$ cat src/rtl/microcode_sequencer.sv
// Control sequencer for the SAP-1.5 CPU: steps every instruction through
// fetch and execute micro-steps and decodes the datapath control strobes
// from the current step, the opcode and the flags.
module microcode_sequencer (
  input  logic       clk,
  input  logic       reset,
  input  logic [3:0] opcode,
  input  logic       flag_carry,
  input  logic       flag_zero,
  output logic       pc_oe,
  output logic       pc_enable,
  output logic       pc_load,
  output logic       mar_load,
  output logic       ram_oe,
  output logic       ram_we,
  output logic       ir_load,
  output logic       ir_oe,
  output logic       a_load,
  output logic       a_oe,
  output logic       b_load,
  output logic       alu_oe,
  output logic       alu_sub,
  output logic       flags_load,
  output logic       out_load,
  output logic       halt,
  output logic [2:0] t_state
);

  // Step encoding doubles as the debug value on t_state.
  typedef enum logic [2:0] {
    S_FETCH_ADDR  = 3'd0,
    S_FETCH_INSTR = 3'd1,
    S_EXEC1       = 3'd2,
    S_EXEC2       = 3'd3,
    S_EXEC3       = 3'd4,
    S_HALTED      = 3'd7
  } state_t;

  localparam logic [3:0] OP_LDA = 4'b0001;
  localparam logic [3:0] OP_ADD = 4'b0010;
  localparam logic [3:0] OP_SUB = 4'b0011;
  localparam logic [3:0] OP_STA = 4'b0100;
  localparam logic [3:0] OP_LDI = 4'b0101;
  localparam logic [3:0] OP_JMP = 4'b0110;
  localparam logic [3:0] OP_JC  = 4'b0111;
  localparam logic [3:0] OP_JZ  = 4'b1000;
  localparam logic [3:0] OP_OUT = 4'b1110;
  localparam logic [3:0] OP_HLT = 4'b1111;

  state_t r_state;

  assign t_state = r_state;

  // Step sequencing; reset wins in every step, including HALTED.
  always_ff @(posedge clk) begin
    if (reset) begin
      r_state <= S_FETCH_ADDR;
    end else begin
      case (r_state)
        S_FETCH_ADDR:  r_state <= S_FETCH_INSTR;
        S_FETCH_INSTR: r_state <= S_EXEC1;
        S_EXEC1: begin
          case (opcode)
            OP_LDA, OP_ADD, OP_SUB, OP_STA: r_state <= S_EXEC2;
            OP_HLT:                         r_state <= S_HALTED;
            default:                        r_state <= S_FETCH_ADDR;
          endcase
        end
        S_EXEC2: begin
          if (opcode == OP_ADD || opcode == OP_SUB) r_state <= S_EXEC3;
          else                                      r_state <= S_FETCH_ADDR;
        end
        S_EXEC3:  r_state <= S_FETCH_ADDR;
        S_HALTED: r_state <= S_HALTED;
        default:  r_state <= S_FETCH_ADDR;
      endcase
    end
  end

  // Control decode; everything is held low while reset is asserted so an
  // abandoned instruction issues no further strobes.
  always_comb begin
    pc_oe      = 1'b0;
    pc_enable  = 1'b0;
    pc_load    = 1'b0;
    mar_load   = 1'b0;
    ram_oe     = 1'b0;
    ram_we     = 1'b0;
    ir_load    = 1'b0;
    ir_oe      = 1'b0;
    a_load     = 1'b0;
    a_oe       = 1'b0;
    b_load     = 1'b0;
    alu_oe     = 1'b0;
    alu_sub    = 1'b0;
    flags_load = 1'b0;
    out_load   = 1'b0;
    halt       = 1'b0;
    if (!reset) begin
      case (r_state)
        S_FETCH_ADDR: begin
          pc_oe    = 1'b1;
          mar_load = 1'b1;
        end
        S_FETCH_INSTR: begin
          ram_oe    = 1'b1;
          ir_load   = 1'b1;
          pc_enable = 1'b1;
        end
        S_EXEC1: begin
          case (opcode)
            OP_LDA, OP_ADD, OP_SUB, OP_STA: begin
              ir_oe    = 1'b1;
              mar_load = 1'b1;
            end
            OP_LDI: begin
              ir_oe  = 1'b1;
              a_load = 1'b1;
            end
            OP_JMP: begin
              ir_oe   = 1'b1;
              pc_load = 1'b1;
            end
            OP_JC: begin
              ir_oe   = flag_carry;
              pc_load = flag_carry;
            end
            OP_JZ: begin
              ir_oe   = flag_zero;
              pc_load = flag_zero;
            end
            OP_OUT: begin
              a_oe     = 1'b1;
              out_load = 1'b1;
            end
            OP_HLT:  halt = 1'b1;
            default: ;
          endcase
        end
        S_EXEC2: begin
          case (opcode)
            OP_LDA: begin
              ram_oe = 1'b1;
              a_load = 1'b1;
            end
            OP_ADD, OP_SUB: begin
              ram_oe = 1'b1;
              b_load = 1'b1;
            end
            OP_STA: begin
              a_oe   = 1'b1;
              ram_we = 1'b1;
            end
            default: ;
          endcase
        end
        S_EXEC3: begin
          if (opcode == OP_ADD || opcode == OP_SUB) begin
            alu_oe     = 1'b1;
            a_load     = 1'b1;
            flags_load = 1'b1;
            alu_sub    = (opcode == OP_SUB);
          end
        end
        S_HALTED: halt = 1'b1;
        default: ;
      endcase
    end
  end

endmodule

$ cat config.mk
export PLATFORM = sky130hd
export DESIGN_NAME = microcode_sequencer
export DESIGN_NICKNAME = d
export VERILOG_FILES = /design/src/rtl/microcode_sequencer.sv
export SDC_FILE = /design/constraint.sdc
export NUM_CORES = 1
export LEC_CHECK = 0
export CAP_MARGIN = 20
export CORE_AREA = 4 4 41 43
export CTS_BUF_LIST = sky130_fd_sc_hd__clkbuf_8 sky130_fd_sc_hd__clkbuf_16
export CTS_CLUSTER_DIAMETER = 200
export CTS_CLUSTER_SIZE = 14
export DETAILED_ROUTE_END_ITERATION = 10
export DIE_AREA = 0 0 45 47
export PLACE_DENSITY = 0.83
export REMOVE_ABC_BUFFERS = 1
export SETUP_SLACK_MARGIN = 0.05
export SLEW_MARGIN = 5
export SYNTH_ARGS = -nofsm -noshare
export SYNTH_HDL_FRONTEND = slang
export SYNTH_SLANG_ARGS = --single-unit
export TNS_END_PERCENT = 5
$ cat constraint.sdc
create_clock -name clk -period 2.1 [get_ports clk]
set_input_delay 0.315 -clock clk [delete_from_list [all_inputs] [get_ports clk]]
set_output_delay 0.315 -clock clk [all_outputs]
set_load 0.01 [all_outputs]
==> impl_metrics.yaml, run 1 <==
synthesis:
  synth_flop_cell: "dfxtp_1"
  synth_cells: 67
  yosysSeqAreaShare_pct: 13.9
  synthArstFlopShare_pct: 0
  syn_area_sq_um: 433
  synth_cell_type_count: 30
  ys_warn_count: 0
  ys_ff_latch: 3
  synth_edf_count: 0
  synth.avg_cell_area_sq_um: 6.46
power:
  power.total_w: 0.000359
  ir_drop_uv: 167
  power_density_nw_per_um2: 416
  power.leakage_nw: 0.398
drt:
  vias: 655
  drc: 0
  wirelength_microns: 1640
  drtIter0Drc: 9
  drtPass1Iterations: 4
  wl_per_cell_microns: 13.4
  viasPerCell: 5.37
  drtAntennaViolNets: 0
min_path:
  worstHoldPathType: "primary input to flop"
sta:
  slew_viol_final: 0
  period_needed_ps: 2030
  finalCritPeriodShare_pct: 96.5
  setup-violations-final: 0
  max_slew_margin_pct: 78.9
  setup_ws_ps: 74.4
  finalClockSkew_ps: 1.54
  grt_setup_unrepaired: "true"
  tightestPinTransition_ps: 308
  hold_viol: 0
  max_freq_ghz: 0.494
  fin_hold_ws_ps: 375
global_route:
  grt_pass1_vias: 628
  antenna_found_initial: 0
  grt_max_degree: 12
  grt_overflow_total: 0
  grt_pass1_wl_microns: 2590
  track_usage_pct: 16.3
final_layout:
  final_nets: 116
  largest_register_ffs: 3
  layout_commonest_cell: "buf_4"
  layout_common_cells: "16 x buf_4, 12 x dlygate4sd2_1, 8 x clkdlybuf4s50_1"
  fin_cells: 122
  syn_to_final_growth_pct: 99.4
  utilization_pct: 66.3
  antenna_cells: 0
  drive_above_1_share_pct: 29.9
floorplanning:
  fp-row-count: 13
  coreArea_sq_um: 1300
  dieArea_sq_um: 2120
  io_pins: 27
  die_x_microns: 45
  start_util_pct: 33.3
  dieHeight_microns: 47
critical_path:
  cp_cell_sequence: "nand2b_1 -> or4_4 -> nor2_4 -> buf_4 -> dlygate4sd2_1"
  cp_max_fo: 4
  crit_required_ps: 1780
  crit_path_end_kind: "output pin"
  crit_type: "flop to output pin"
  slowest_stage: "or4_4"
  cp_data_arrival_time_ps: 1710
  cp_slowest_stage_delay_ps: 510
  crit_path_start_kind: "flop"
clock_network:
  htree_levels: 1
  clockBufferDepth: 2
  clock_latency_ps: 210
  postCtsSetupBuffers: 0
  ctsHoldBuffers: 0
  cts_num_sinks: 3
  root_buffer: "clkbuf_8"
  clk_pin_slew_worst_paths_ps: 30
  tritoncts: "yes"
  cts_made_buffers: 3
placement:
  port_buffers: 26
  gp_congestion: 0.848
  place_ws_ps: -461
  place_inst: 118
  place_hpwl_microns: 1290
outcome:
  status: "completed"
flow_run:
  max-cap-violations: 0
==> worst max-delay path, delay by kind of cell, from the launching register on <==
family | cells | cell delay, ps
buf+inv | 2 | 360
simple gates | 3 | 780
flops | 1 | 350
==> layout make-up <==
class	count	area, sq um
Inverter	1	3.75
Clock inverter	1	3.75
Timing Repair Buffer	43	370
Clock buffer	3	41.3
Multi-Input combinational cell	56	364
Fill cell	133	438
Sequential cell	3	61.3
Tap cell	15	18.8
==> synthesized netlist by cell type (2+ instances only) <==
| cell | count | area share [%] |
|---|---|---|
| or3b_1 | 2 | 4.0 |
| dfxtp_1 | 3 | 14 |
| nand2_1 | 7 | 6.1 |
| nand3_1 | 3 | 3.5 |
| nor4_1 | 2 | 2.9 |
| and3_1 | 2 | 2.9 |
| buf_2 | 3 | 3.5 |
| buf_4 | 2 | 3.5 |
| o21ai_0 | 6 | 6.9 |
| clkbuf_1 | 2 | 1.7 |
| xor2_1 | 2 | 4.0 |
| a21oi_1 | 3 | 3.5 |
| nand2b_1 | 3 | 4.3 |
| nor2_1 | 7 | 6.1 |
| nor3_1 | 5 | 5.8 |
==> logic make-up (layout without fill, tap and decap cells) <==
| kind of cell | after synthesis | after routing | synth area share [%] |
|---|---|---|---|
| XOR/XNOR | 2 | 2 | 4.05 |
| buffers and inverters | 8 | 48 | 9.54 |
| AO/OA/AOI/OAI | 16 | 16 | 22.8 |
| flip-flops | 3 | 3 | 13.9 |
| AND/OR/NAND/NOR | 38 | 38 | 49.7 |
==> layer usage <==
metal  up-vias  track usage, %  wire, microns
met4         0            3.51             21
li1        324               -              -
met1       297            19.7            727
met3         2            3.45            105
met5         -               0              0
met2        32            29.4            781
==> final timing paths <==
check,start,end,slack (ps),depth (start not counted)
setup reg to reg,t_state[2],t_state[2],780,4
setup / recovery,t_state[0],alu_oe,70,5
hold reg to reg,t_state[1],t_state[0],510,1
hold / removal,reset,t_state[0],370,2
==> through the flow <==
stage	instance area (sq um)	TNS (ps)
finish	863	0
global route	863	0
CTS	856	0
detailed placement	802	-4890
global placement	802	-4300
floorplan	395	0
==> power breakdown <==
| part | total [W] | switching, W | internal, W |
|---|---|---|---|
| Sequential | 0.0000681 | 0.00000618 | 0.0000619 |
| Combinational | 0.000128 | 0.0000603 | 0.0000675 |
| Clock | 0.000164 | 0.0000390 | 0.000125 |
| Total | 0.000359 | 0.000105 | 0.000254 |
==> repair_timing <==
item                       in CTS  in global routing
setup endpoints to repair      16                  7
gates cloned                    0                  0
pin swaps                       0                  1
resized for setup              30                  7
hold endpoints to repair        0                  0
(Power assumes the default switching activity.)
==> inputs of run 2 (changes only) <==
--- a/config.mk
+++ b/config.mk
@@ -7,7 +7,7 @@
 export LEC_CHECK = 0
 export CAP_MARGIN = 20
 export CORE_AREA = 4 4 41 43
-export CTS_BUF_LIST = sky130_fd_sc_hd__clkbuf_8 sky130_fd_sc_hd__clkbuf_16
+export CTS_BUF_LIST = sky130_fd_sc_hd__clkbuf_16
 export CTS_CLUSTER_DIAMETER = 200
 export CTS_CLUSTER_SIZE = 14
 export DETAILED_ROUTE_END_ITERATION = 10
==> run 2 against run 1 <==
Compared with the run above: critical path depth is the same; die area unchanged; clock power rose by 80%; worst setup slack got worse by 3.0 ps; register-to-register slack hardly changed; critical endpoint unchanged; largest cell class unchanged; largest power group unchanged.
==> impl_metrics.yaml, run 2 (synthesized netlist as in run 1, its figures left out) <==
sta:
  max_freq_ghz: 0.493
  fin_tns_setup_ps: 0
  setup-violations-final: 0
  period_needed_ps: 2030
  fin_hold_ws_ps: 371
  finalCritPeriodShare_pct: 96.6
  slew_viol_final: 0
  max_slew_margin_pct: 78.9
  grt_setup_unrepaired: "true"
  tightestPinTransition_ps: 308
  hold_viol: 0
  finalClockSkew_ps: 1.52
final_layout:
  antenna_cells: 0
  final_nets: 116
  layout_common_cells: "16 x buf_4, 12 x dlygate4sd2_1, 8 x clkdlybuf4s50_1"
  largest_register_ffs: 3
  drive_above_1_share_pct: 29.9
  syn_to_final_growth_pct: 106
  multi_input_area_sq_um: 359
  fillCellCount: 129
  utilization_pct: 68.6
  layout_commonest_cell: "buf_4"
  regArea_sq_um: 61.3
critical_path:
  crit_required_ps: 1780
  cp_slowest_stage_delay_ps: 500
  critical_path_buf_inv_count: 2
  slowest_stage: "or4_4"
  crit_path_start_kind: "flop"
  cp_max_fo: 4
  cp_top_family: "simple AND/OR/NAND/NOR gates"
  crit_path_end_kind: "output pin"
  crit_type: "flop to output pin"
  cp_data_arrival_time_ps: 1710
  cp_cell_sequence: "nand2b_1 -> or4_4 -> nor2_2 -> buf_4 -> dlygate4sd2_1"
placement:
  port_buffers: 26
  place_hpwl_microns: 1290
  gp_congestion: 0.848
drt:
  drtAntennaViolNets: 0
  viasPerCell: 5.20
  drtIter0Drc: 7
  wirelength_microns: 1610
  drc: 0
  drtPass1Iterations: 4
  wl_per_cell_microns: 13.2
  vias: 635
power:
  power_density_nw_per_um2: 551
  power.leakage_nw: 0.413
  ir_drop_uv: 270
floorplanning:
  coreArea_sq_um: 1300
  dieHeight_microns: 47
  start_util_pct: 33.3
  io_pins: 27
  die_x_microns: 45
  fp-row-count: 13
  dieArea_sq_um: 2120
global_route:
  grt_pass1_wl_microns: 2560
  grt_max_degree: 12
  track_usage_pct: 16.1
  grt_pass1_vias: 626
  grt_overflow_total: 0
  antenna_found_initial: 0
clock_network:
  root_buffer: "clkbuf_16"
  tritoncts: "yes"
  clk_pin_slew_worst_paths_ps: 30
  cts_made_buffers: 3
  clock_latency_ps: 220
  clockBufferDepth: 2
  cts_num_sinks: 3
  htree_levels: 1
flow_run:
  max-cap-violations: 0
min_path:
  worstHoldPathType: "primary input to flop"
outcome:
  status: "completed"
-- run 2: final timing paths --
| check | from | endpoint | slack, ps | cells past startpoint |
|---|---|---|---|---|
| setup / recovery | t_state[0] | alu_oe | 70 | 5 |
| hold / removal | reset | t_state[0] | 370 | 2 |
| setup reg to reg | t_state[0] | t_state[2] | 790 | 4 |
| hold reg to reg | t_state[1] | t_state[0] | 510 | 1 |
-- run 2: repair_timing --
item                       in CTS  in global routing
pin swaps                       0                  1
setup endpoints to repair      16                  6
gates resized for setup        30                  6
hold buffers                    0                  0
buffers inserted                0                  0
-- run 2: metal layers --
metal	GRT usage, %	vias up	wire (microns)
li1	-	325	-
met4	3.51	0	20
met5	0	-	0
met3	3.45	2	122
met2	29.4	34	766
met1	19.3	274	702
-- run 2: layout make-up --
| class | count | share of cell area (%) |
|---|---|---|
| Tap cell | 15 | 2.10 |
| Sequential cell | 3 | 6.87 |
| Clock inverter | 1 | 0.421 |
| Multi-Input combinational cell | 56 | 40.3 |
| Timing Repair Buffer | 43 | 41.5 |
| Inverter | 1 | 0.421 |
| Clock buffer | 3 | 8.42 |
-- run 2: through the flow --
step                worst slack (ps)  std cells  total power, W  cell area, sq um
floorplan                        290         60        0.000111               395
global placement                -420        118        0.000191               802
detailed placement              -461        118        0.000196               802
CTS                             39.4        122        0.000492               890
global route                    7.58        122        0.000514               892
finish                          71.4        122        0.000491               892
-- run 2: where the power goes --
part | leakage [nW] | switching (W) | internal (W)
logic | 0.346 | 0.0000599 | 0.0000674
clock network | 0.0423 | 0.0000505 | 0.000245
registers | 0.0250 | 0.00000611 | 0.0000619
total | 0.413 | 0.000117 | 0.000375
==> inputs of run 3 (changes only) <==
--- a/config.mk
+++ b/config.mk
@@ -19,4 +19,3 @@
 export SYNTH_ARGS = -nofsm -noshare
 export SYNTH_HDL_FRONTEND = slang
 export SYNTH_SLANG_ARGS = --single-unit
-export TNS_END_PERCENT = 5
==> run 3 against run 2 <==
Compared with the run above: flip-flop and latch count is the same; worst setup slack gained 33 ps; clock skew is essentially flat; clock power is essentially flat; cell count grew 0.82%; sequential power grew 0.7%; die area is the same; design area grew 1.5%; utilization grew 1.1 points; first-iteration DRC count is the same; sequential share of layout area grew 0.17 points; register-to-register slack gained 30 ps; largest cell class unchanged.
==> impl_metrics.yaml, run 3 (synthesized netlist as in run 1, its figures left out) <==
sta:
  max_slew_margin_pct: 79.0
  hold_viol: 0
  max_freq_ghz: 0.501
  finalClockSkew_ps: 1.54
  slew_viol_final: 0
  grt_setup_unrepaired: "false"
  finalCritPeriodShare_pct: 95.0
  period_needed_ps: 2000
  tightestPinTransition_ps: 308
  setup-violations-final: 0
flow_run:
  max-cap-violations: 0
floorplanning:
  dieArea_sq_um: 2120
  start_util_pct: 33.3
  die_x_microns: 45
  fp-row-count: 13
  io_pins: 27
  coreArea_sq_um: 1300
  dieHeight_microns: 47
min_path:
  min_path_cells: 2
  worstHoldPathType: "primary input to flop"
clock_network:
  cts_made_buffers: 3
  clk_pin_slew_worst_paths_ps: 30
  tritoncts: "yes"
  cts_num_sinks: 3
  root_buffer: "clkbuf_16"
  htree_levels: 1
  clockBufferDepth: 2
  clock_latency_ps: 220
global_route:
  grt_pass1_wl_microns: 2680
  grt_max_degree: 11
  grt_overflow_total: 0
  antenna_found_initial: 0
  grt_pass1_vias: 652
  track_usage_pct: 17.0
critical_path:
  cp_max_fo: 4
  cp_top_family: "simple AND/OR/NAND/NOR gates"
  crit_path_start_kind: "flop"
  crit_type: "flop to output pin"
  reg2reg_depth: 4
  slowest_stage: "or4_4"
  cp_slowest_stage_delay_ps: 490
  cp_cell_sequence: "nand2b_1 -> or4_4 -> nor2_2 -> buf_4 -> dlygate4sd2_1"
  cp_num_cells: 5
  crit_required_ps: 1780
  crit_path_end_kind: "output pin"
  critical_path_buf_inv_count: 2
  rrSetupSlack_ps: 820
  cp_data_arrival_time_ps: 1680
final_layout:
  multi_input_area_sq_um: 362
  fillCellCount: 124
  syn_to_final_growth_pct: 109
  regArea_sq_um: 63.8
  layout_commonest_cell: "buf_4"
  drive_above_1_share_pct: 35.2
  antenna_cells: 0
  final_nets: 117
  utilization_pct: 69.6
  largest_register_ffs: 3
  layout_common_cells: "16 x buf_4, 11 x dlygate4sd2_1, 8 x clkdlybuf4s50_1"
drt:
  drtAntennaViolNets: 0
  drc: 0
  vias: 660
  drtPass1Iterations: 4
  viasPerCell: 5.37
  drtIter0Drc: 7
  wirelength_microns: 1700
  wl_per_cell_microns: 13.8
power:
  power.total_w: 0.000496
  ir_drop_uv: 272
  power.leakage_nw: 0.417
  power_density_nw_per_um2: 548
placement:
  gp_congestion: 0.848
  port_buffers: 26
  place_hpwl_microns: 1290
outcome:
  status: "completed"
run 3: layout make-up:
cell class	instances	area share (%)
clock buffer	3	8.29
clock inverter	1	0.414
inverter	1	0.414
multi-input combinational	56	39.9
sequential	3	7.04
tap	15	2.07
timing repair buffer	44	41.9
run 3: power breakdown:
group	internal (W)	total [W]	switching (W)
Combinational	0.0000697	0.000132	0.0000622
Clock	0.000245	0.000296	0.0000506
Sequential	0.0000624	0.0000685	0.00000608
Total	0.000377	0.000496	0.000119
run 3: what timing repair did:
item,in CTS,in global routing
hold buffers,0,0
endpoints found under the setup margin,16,10
buffers inserted,1,0
pin swaps,1,1
gates resized for setup,36,8
run 3: worst paths after layout:
kind / end / from
max reg2reg: t_state[2] / t_state[2]
max: flags_load / t_state[0]
min reg2reg: t_state[0] / t_state[1]
min: t_state[0] / reset
run 3: per-layer routing:
layer,global-route usage [%],wire (microns),vias up
li1,-,-,327
met1,20.2,719,292
met2,31.4,846,39
met3,3.45,111,2
met4,3.51,20,0
met5,0,0,-
run 3: per-stage QoR:
stage	cell area (sq um)	instances	worst slack (ps)	hold slack, ps	setup TNS, ps
finish	906	123	105	354	0
detailed placement	802	118	-461	537	-4890
floorplan	395	60	290	387	0
CTS	915	123	66.2	463	0
global placement	802	118	-420	516	-4300
global route	906	123	52.2	361	0
run 3: worst register-to-register path, stage by stage, from the launching register on:
cell      delay (ps)
dfxtp_2          330
nand2b_1         170
or3b_4           410
buf_4            150
o211ai_1         140
